File: src/rtl/char_buffer_ram.sv
// char_buffer_ram: COLS x ROWS character grid for the text overlay.
// Cursor-based write port for game logic, registered {row,col} read port
// for the draw pipeline, and a clear sequencer that fills the grid
// (last row gets its own footer code).
//
// Handshake: a write transfers on a rising edge where wr_valid && wr_ready;
// wr_ready is simply !busy, so it never depends on wr_valid, and a write
// offered while the clear sequencer runs is dropped (not held off).
module char_buffer_ram #(
  parameter int                 COLS          = 16,
  parameter int                 ROWS          = 16,
  parameter int                 CODE_W        = 7,
  parameter logic [CODE_W-1:0]  FILL_CODE     = 7'h20,
  parameter logic [CODE_W-1:0]  LAST_ROW_CODE = 7'h0e,
  parameter int                 COL_W         = $clog2(COLS),
  parameter int                 ROW_W         = $clog2(ROWS)
) (
  input  logic                    clk,
  input  logic                    rst,
  input  logic [ROW_W+COL_W-1:0]  char_xy,
  output logic [CODE_W-1:0]       char_code,
  input  logic                    clear,
  output logic                    busy,
  input  logic                    cur_set,
  input  logic [COL_W-1:0]        cur_col_in,
  input  logic [ROW_W-1:0]        cur_row_in,
  input  logic                    wr_valid,
  input  logic [CODE_W-1:0]       wr_code,
  output logic                    wr_ready,
  output logic [COL_W-1:0]        cur_col,
  output logic [ROW_W-1:0]        cur_row
);

  localparam int DEPTH = COLS * ROWS;
  localparam int IDX_W = $clog2(DEPTH);

  localparam logic [COL_W-1:0] COL_MAX = COL_W'(COLS - 1);
  localparam logic [ROW_W-1:0] ROW_MAX = ROW_W'(ROWS - 1);

  typedef enum logic {
    ST_CLEAR = 1'b0,
    ST_IDLE  = 1'b1
  } state_e;

  state_e             state_q, state_d;
  logic [COL_W-1:0]   clr_col_q, clr_col_d;
  logic [ROW_W-1:0]   clr_row_q, clr_row_d;
  logic [COL_W-1:0]   cur_col_q, cur_col_d;
  logic [ROW_W-1:0]   cur_row_q, cur_row_d;
  logic [CODE_W-1:0]  char_code_q, char_code_d;

  logic [CODE_W-1:0]  mem [DEPTH];

  logic               clr_last;
  logic               leave_clear;
  logic               wr_fire;
  logic [COL_W-1:0]   ld_col;
  logic [ROW_W-1:0]   ld_row;
  logic [COL_W-1:0]   pos_col;
  logic [ROW_W-1:0]   pos_row;
  logic               mem_we;
  logic [IDX_W-1:0]   mem_addr;
  logic [CODE_W-1:0]  mem_wdata;
  logic [COL_W-1:0]   rd_col;
  logic [ROW_W-1:0]   rd_row;

  // Linear cell index row*COLS+col; only used with in-range coordinates.
  function automatic logic [IDX_W-1:0] lin_idx(input logic [ROW_W-1:0] r,
                                               input logic [COL_W-1:0] c);
    int t;
    t = int'(r) * COLS + int'(c);
    return IDX_W'(t);
  endfunction

  assign busy      = (state_q == ST_CLEAR);
  assign wr_ready  = !busy;
  assign cur_col   = cur_col_q;
  assign cur_row   = cur_row_q;
  assign char_code = char_code_q;

  // Clear sequencer next state: walks (row,col) over the grid one cell per cycle.
  always_comb begin
    state_d     = state_q;
    clr_col_d   = clr_col_q;
    clr_row_d   = clr_row_q;
    clr_last    = (clr_col_q == COL_MAX) && (clr_row_q == ROW_MAX);
    leave_clear = 1'b0;
    case (state_q)
      ST_CLEAR: begin
        if (clear) begin
          clr_col_d = '0;
          clr_row_d = '0;
        end else if (clr_last) begin
          state_d     = ST_IDLE;
          clr_col_d   = '0;
          clr_row_d   = '0;
          leave_clear = 1'b1;
        end else if (clr_col_q == COL_MAX) begin
          clr_col_d = '0;
          clr_row_d = clr_row_q + 1'b1;
        end else begin
          clr_col_d = clr_col_q + 1'b1;
        end
      end
      ST_IDLE: begin
        if (clear) begin
          state_d   = ST_CLEAR;
          clr_col_d = '0;
          clr_row_d = '0;
        end
      end
      default: begin
        state_d   = ST_CLEAR;
        clr_col_d = '0;
        clr_row_d = '0;
      end
    endcase
  end

  // Cursor: clamped load has priority; an accepted write lands at the
  // (possibly just-loaded) position and the cursor moves one cell past it.
  always_comb begin
    ld_col    = (int'(cur_col_in) >= COLS) ? COL_MAX : cur_col_in;
    ld_row    = (int'(cur_row_in) >= ROWS) ? ROW_MAX : cur_row_in;
    wr_fire   = wr_valid && !busy;
    pos_col   = cur_set ? ld_col : cur_col_q;
    pos_row   = cur_set ? ld_row : cur_row_q;
    cur_col_d = cur_col_q;
    cur_row_d = cur_row_q;
    if (wr_fire) begin
      if (pos_col == COL_MAX) begin
        cur_col_d = '0;
        cur_row_d = (pos_row == ROW_MAX) ? '0 : pos_row + 1'b1;
      end else begin
        cur_col_d = pos_col + 1'b1;
        cur_row_d = pos_row;
      end
    end else if (cur_set) begin
      cur_col_d = ld_col;
      cur_row_d = ld_row;
    end else if (leave_clear) begin
      cur_col_d = '0;
      cur_row_d = '0;
    end
  end

  // Array write port: clear sequencer while busy, otherwise the cursor write.
  always_comb begin
    mem_we    = 1'b0;
    mem_addr  = '0;
    mem_wdata = '0;
    if (busy) begin
      mem_we    = 1'b1;
      mem_addr  = lin_idx(clr_row_q, clr_col_q);
      mem_wdata = (clr_row_q == ROW_MAX) ? LAST_ROW_CODE : FILL_CODE;
    end else if (wr_fire) begin
      mem_we    = 1'b1;
      mem_addr  = lin_idx(pos_row, pos_col);
      mem_wdata = wr_code;
    end
  end

  // Read data: off-grid addresses give the fill code, and while clearing the
  // result follows the clear rule so the overlay never shows stale cells.
  always_comb begin
    rd_col = char_xy[COL_W-1:0];
    rd_row = char_xy[COL_W +: ROW_W];
    if ((int'(rd_col) >= COLS) || (int'(rd_row) >= ROWS)) begin
      char_code_d = FILL_CODE;
    end else if (busy) begin
      char_code_d = (rd_row == ROW_MAX) ? LAST_ROW_CODE : FILL_CODE;
    end else begin
      char_code_d = mem[lin_idx(rd_row, rd_col)];
    end
  end

  // Control and read-data registers; reset starts a full clear.
  always_ff @(posedge clk or posedge rst) begin
    if (rst) begin
      state_q     <= ST_CLEAR;
      clr_col_q   <= '0;
      clr_row_q   <= '0;
      cur_col_q   <= '0;
      cur_row_q   <= '0;
      char_code_q <= '0;
    end else begin
      state_q     <= state_d;
      clr_col_q   <= clr_col_d;
      clr_row_q   <= clr_row_d;
      cur_col_q   <= cur_col_d;
      cur_row_q   <= cur_row_d;
      char_code_q <= char_code_d;
    end
  end

  // Storage array, not reset; a same-edge read sees the old contents.
  always_ff @(posedge clk) begin
    if (mem_we) begin
      mem[mem_addr] <= mem_wdata;
    end
  end

endmodule

File: config.mk
export PLATFORM = sky130hd
export DESIGN_NAME = char_buffer_ram
export DESIGN_NICKNAME = d
export VERILOG_FILES = /design/src/rtl/char_buffer_ram.sv
export SDC_FILE = /design/constraint.sdc
export NUM_CORES = 2
export LEC_CHECK = 0
export BUFFER_PORTS_ARGS = -buffer_cell sky130_fd_sc_hd__buf_2
export CELL_PAD_IN_SITES_DETAIL_PLACEMENT = 0
export CELL_PAD_IN_SITES_GLOBAL_PLACEMENT = 1
export CORE_ASPECT_RATIO = 0.75
export CORE_MARGIN = 3
export CORE_UTILIZATION = 50
export DETAILED_ROUTE_END_ITERATION = 10
export PLACE_DENSITY = 0.74
export SYNTH_ARGS = -nofsm -noshare
export SYNTH_HDL_FRONTEND = slang
export SYNTH_SLANG_ARGS = --single-unit
File: constraint.sdc
create_clock -name clk -period 19.8 [get_ports clk]
set_input_delay 1.98 -clock clk [delete_from_list [all_inputs] [get_ports clk]]
set_output_delay 1.98 -clock clk [all_outputs]
set_load 0.005 [all_outputs]
==> PnR_summary.wiki <==
{| class="wikitable"
! Metric !! Value
|-
| Final Slew Violations || 0
|-
| Accumulated negative setup slack || 0 ns
|-
| Main synth FF type || sky130_fd_sc_hd__edfxtp_1
|-
| Post-Syn Area || 71,170 µm²
|-
| Areal power density over the cells || 96.61 nW/µm²
|-
| Critical path class || input pin to flop
|-
| Static power due to leakage || 0.02449 µW
|-
| DRC marker count from the first detailed-route iteration || 5,314
|-
| Worst Hold Class || flop to flop
|-
| DP HPWL || 111.3 mm
|-
| Normalized max-slew margin || 10.91%
|-
| Largest area contributor in the synthesized netlist || sky130_fd_sc_hd__edfxtp_1
|-
| Syn nets || 3,449
|-
| Detailed-route wire length || 186.7 mm
|-
| Worst setup SP type || input pin
|-
| Final weighted congestion in routability-driven placement || 0.8612
|-
| Clock-pin slew on the worst setup and hold paths || 0.07 ns
|-
| Post-synth ARST share || 1.322%
|-
| Count of clock tree sinks || 1,816
|-
| Average footprint of a synthesized cell || 20.83 µm²
|-
| Setup clock skew after layout || 0.02768 ns
|-
| Status || completed
|-
| I/O pin total || 45
|-
| Global-route wire length before repair || 266.8 mm
|-
| Worst path required time || 20.51 ns
|-
| # rows || 119
|-
| Pin count of the biggest net entering global routing || 221
|-
| Number of unique standard cell types used by synthesis || 60
|-
| Crit end category || flop
|-
| Detailed-route via count || 36.09k
|-
| Number of warning messages in the yosys log || 0
|-
| Clock insertion delay at the later pin of the skew report || 0.79 ns
|-
| Critical Path AT || 7.10 ns
|-
| Maximum Capacitance Violations || 0
|-
| RSZ-0062 raised after global routing || no
|-
| Initial antenna violation count || 8
|-
| Number of buffers created by CTS || 161
|-
| Portion of the post-synthesis area used by sequential elements || 76.45%
|-
| Total of cells resized after clock tree synthesis || 0
|-
| Hold slack || 0.5307 ns
|-
| Hold buffer count at cts || 0
|-
| Vias in the first global route || 35.01k
|-
| Most frequently used cell type in the post-synthesis netlist || sky130_fd_sc_hd__edfxtp_1
|-
| Setup slack of the worst register-to-register path || 15.15 ns
|-
| # setup viols final || 0
|-
| Number of enable flip-flop cells after synthesis || 1,792
|-
| Total power || 7573 µW
|-
| Total GRT Usage || 25.55%
|-
| Setup repair bufs after CTS || 0
|-
| Post-Synthesis Cells || 3,417
|-
| Final critical path time including I/O delays and setup || 6.389 ns
|-
| Ranking of synthesized cells by instance count || sky130_fd_sc_hd__edfxtp_1 (1,792), sky130_fd_sc_hd__mux4_2 (452), sky130_fd_sc_hd__nor2_1 (317), sky130_fd_sc_hd__nand2_1 (113), sky130_fd_sc_hd__mux2i_1 (100)
|-
| Layout Nets || 3,523
|-
| Final-report hold violation count || 0
|-
| Residual antenna-violating net count after detailed routing || 0
|-
| Area enclosed by the die boundary || 147,000 µm²
|-
| Die span in y || 332.7 µm
|-
| Area overhead of the layout relative to synthesis || 10.15%
|-
| Largest buffer count on any clock path || 3
|-
| Starting utilization of the core area || 50.53%
|-
| Largest fanout on the critical path || 66
|-
| Floorplan core area || 140,900 µm²
|-
| Max Freq || 156.5 MHz
|-
| Slew @ Worst Pin || 1.303 ns
|-
| Yosys top cell area share || 75.61%
|-
| Count of buffers from port buffering || 44
|-
| Cell area reported after detailed placement || 73,310 µm²
|-
| Design Area, Final || 78,390 µm²
|-
| VDD IR-drop max || 0.07466 mV
|-
| Number of levels in the clock H-tree || 4
|-
| WL/cell || 34.05 µm
|-
| Final period util || 32.27%
|-
| Total congestion overflow after global routing || 0
|-
| Dominant cells by area after synthesis || sky130_fd_sc_hd__edfxtp_1 (76%), sky130_fd_sc_hd__mux4_2 (14%), sky130_fd_sc_hd__nor2_1 (1.7%), sky130_fd_sc_hd__mux2i_1 (1.4%), sky130_fd_sc_hd__dfrtp_1 (0.84%)
|-
| Fraction of final layout cells sized beyond drive strength 1 || 22.52%
|-
| Vias per std cell || 6.581
|-
| Remaining design rule violation count || 0
|-
| Number of storage elements in the synthesis netlist || 1,816
|-
| CTS Root Cell || sky130_fd_sc_hd__clkbuf_16
|-
| Clock tree from TritonCTS || yes
|-
| TritonRoute pass-1 iters || 5
|-
| Overall die width || 441.6 µm
|}
power by group:
| group | total (µW) | leakage [µW] | internal, µW | switching (µW) |
|---|---|---|---|---|
| Combinational | 308 | 0.00514 | 112 | 195 |
| Clock | 3100 | 0.00249 | 1730 | 1370 |
| Sequential | 4170 | 0.0169 | 4160 | 3.65 |
metal layers:
metal	routed length [µm]	GRT usage, %	share of wire (%)
met2	81460	35.93	44
met1	76070	39.37	41
met5	28	0	0.015
met3	23410	6.952	13
met4	5780	7.709	3.1
worst max-delay path, stage by stage:
cell	delay [ns]
sky130_fd_sc_hd__buf_8	0.49
sky130_fd_sc_hd__buf_4	0.80
sky130_fd_sc_hd__buf_4	0.77
sky130_fd_sc_hd__buf_4	0.65
sky130_fd_sc_hd__mux4_2	0.39
sky130_fd_sc_hd__nand2_1	0.06
sky130_fd_sc_hd__a2111oi_0	0.52
sky130_fd_sc_hd__nor4_1	0.13
sky130_fd_sc_hd__a211oi_1	0.95
sky130_fd_sc_hd__o21a_1	0.24
final cells by class:
| cell class | instances | area [µm²] |
|---|---|---|
| timing repair buffer | 113 | 842.1 |
| fill | 10497 | 62460 |
| sequential | 1816 | 54410 |
| clock buffer | 201 | 4304 |
| tap | 1875 | 2346 |
| clock inverter | 77 | 773.2 |
| multi-input combinational | 1389 | 15670 |
| antenna | 3 | 7.507 |
| inverter | 10 | 42.54 |
metrics by stage:
| stage | cells | setup slack (ns) | utilization [%] |
|---|---|---|---|
| 6_report | 5484 | 13.41 | 55.66 |
| 3_3_place_gp | 5203 | 12.68 | 52.05 |
| 4_1_cts | 5481 | 13.49 | 55.65 |
| 2_1_floorplan | 3417 | 6.871 | - |
| 3_5_place_dp | 5203 | 12.67 | 52.05 |
| 5_1_grt | 5481 | 13.00 | 55.65 |
state kept, by name (all words and copies together) (netlist names):
name / cells
cur_col: 4
cur_row: 4
wr_ready: 1
clr_row_q: 4
char_code: 7
clr_col_q: 4
mem: 1792
layout by cell type, fill, tap and decap left out, types with 32 or more instances in the layout:
| cell type | synthesis | routed |
|---|---|---|
| sky130_fd_sc_hd__nor2_1 | 317 | 315 |
| sky130_fd_sc_hd__mux2i_1 | 100 | 100 |
| sky130_fd_sc_hd__clkbuf_1 | 87 | 32 |
| sky130_fd_sc_hd__a21oi_1 | 49 | 49 |
| sky130_fd_sc_hd__buf_2 | 51 | 40 |
| sky130_fd_sc_hd__o221ai_1 | 39 | 39 |
| sky130_fd_sc_hd__nand2_1 | 113 | 108 |
| sky130_fd_sc_hd__buf_4 | 29 | 64 |
| sky130_fd_sc_hd__edfxtp_1 | 1792 | 1792 |
| sky130_fd_sc_hd__clkbuf_16 | 0 | 165 |
| sky130_fd_sc_hd__a22oi_1 | 55 | 55 |
| sky130_fd_sc_hd__mux4_2 | 452 | 452 |
path summary, 6_finish.rpt:
kind | depth (start not counted) | start | end
setup / recovery | 10 | char_xy[0] | char_code[4]
hold / removal | 1 | cur_row[0] | cur_row[0]
setup reg to reg | 6 | wr_ready | mem[245][6]
hold reg to reg | 1 | cur_row[0] | cur_row[0]
max in group asynchronous | 3 | rst | char_code[4]
min in group asynchronous | 3 | rst | cur_row[3]
logic make-up (layout without fill, tap and decap cells):
kind of cell | Yosys count | count (layout) | synth area share [%]
other | 0 | 3 | 0
XOR/XNOR | 6 | 6 | 0.07384
AND/OR/NAND/NOR | 551 | 551 | 3.249
flip-flops | 1816 | 1816 | 76.45
AO/OA/AOI/OAI | 270 | 270 | 2.672
buffers and inverters | 212 | 401 | 1.677
multiplexers | 558 | 558 | 15.80
adder cells (fa/ha/maj) | 4 | 4 | 0.07032
(Power assumes the default switching activity.)
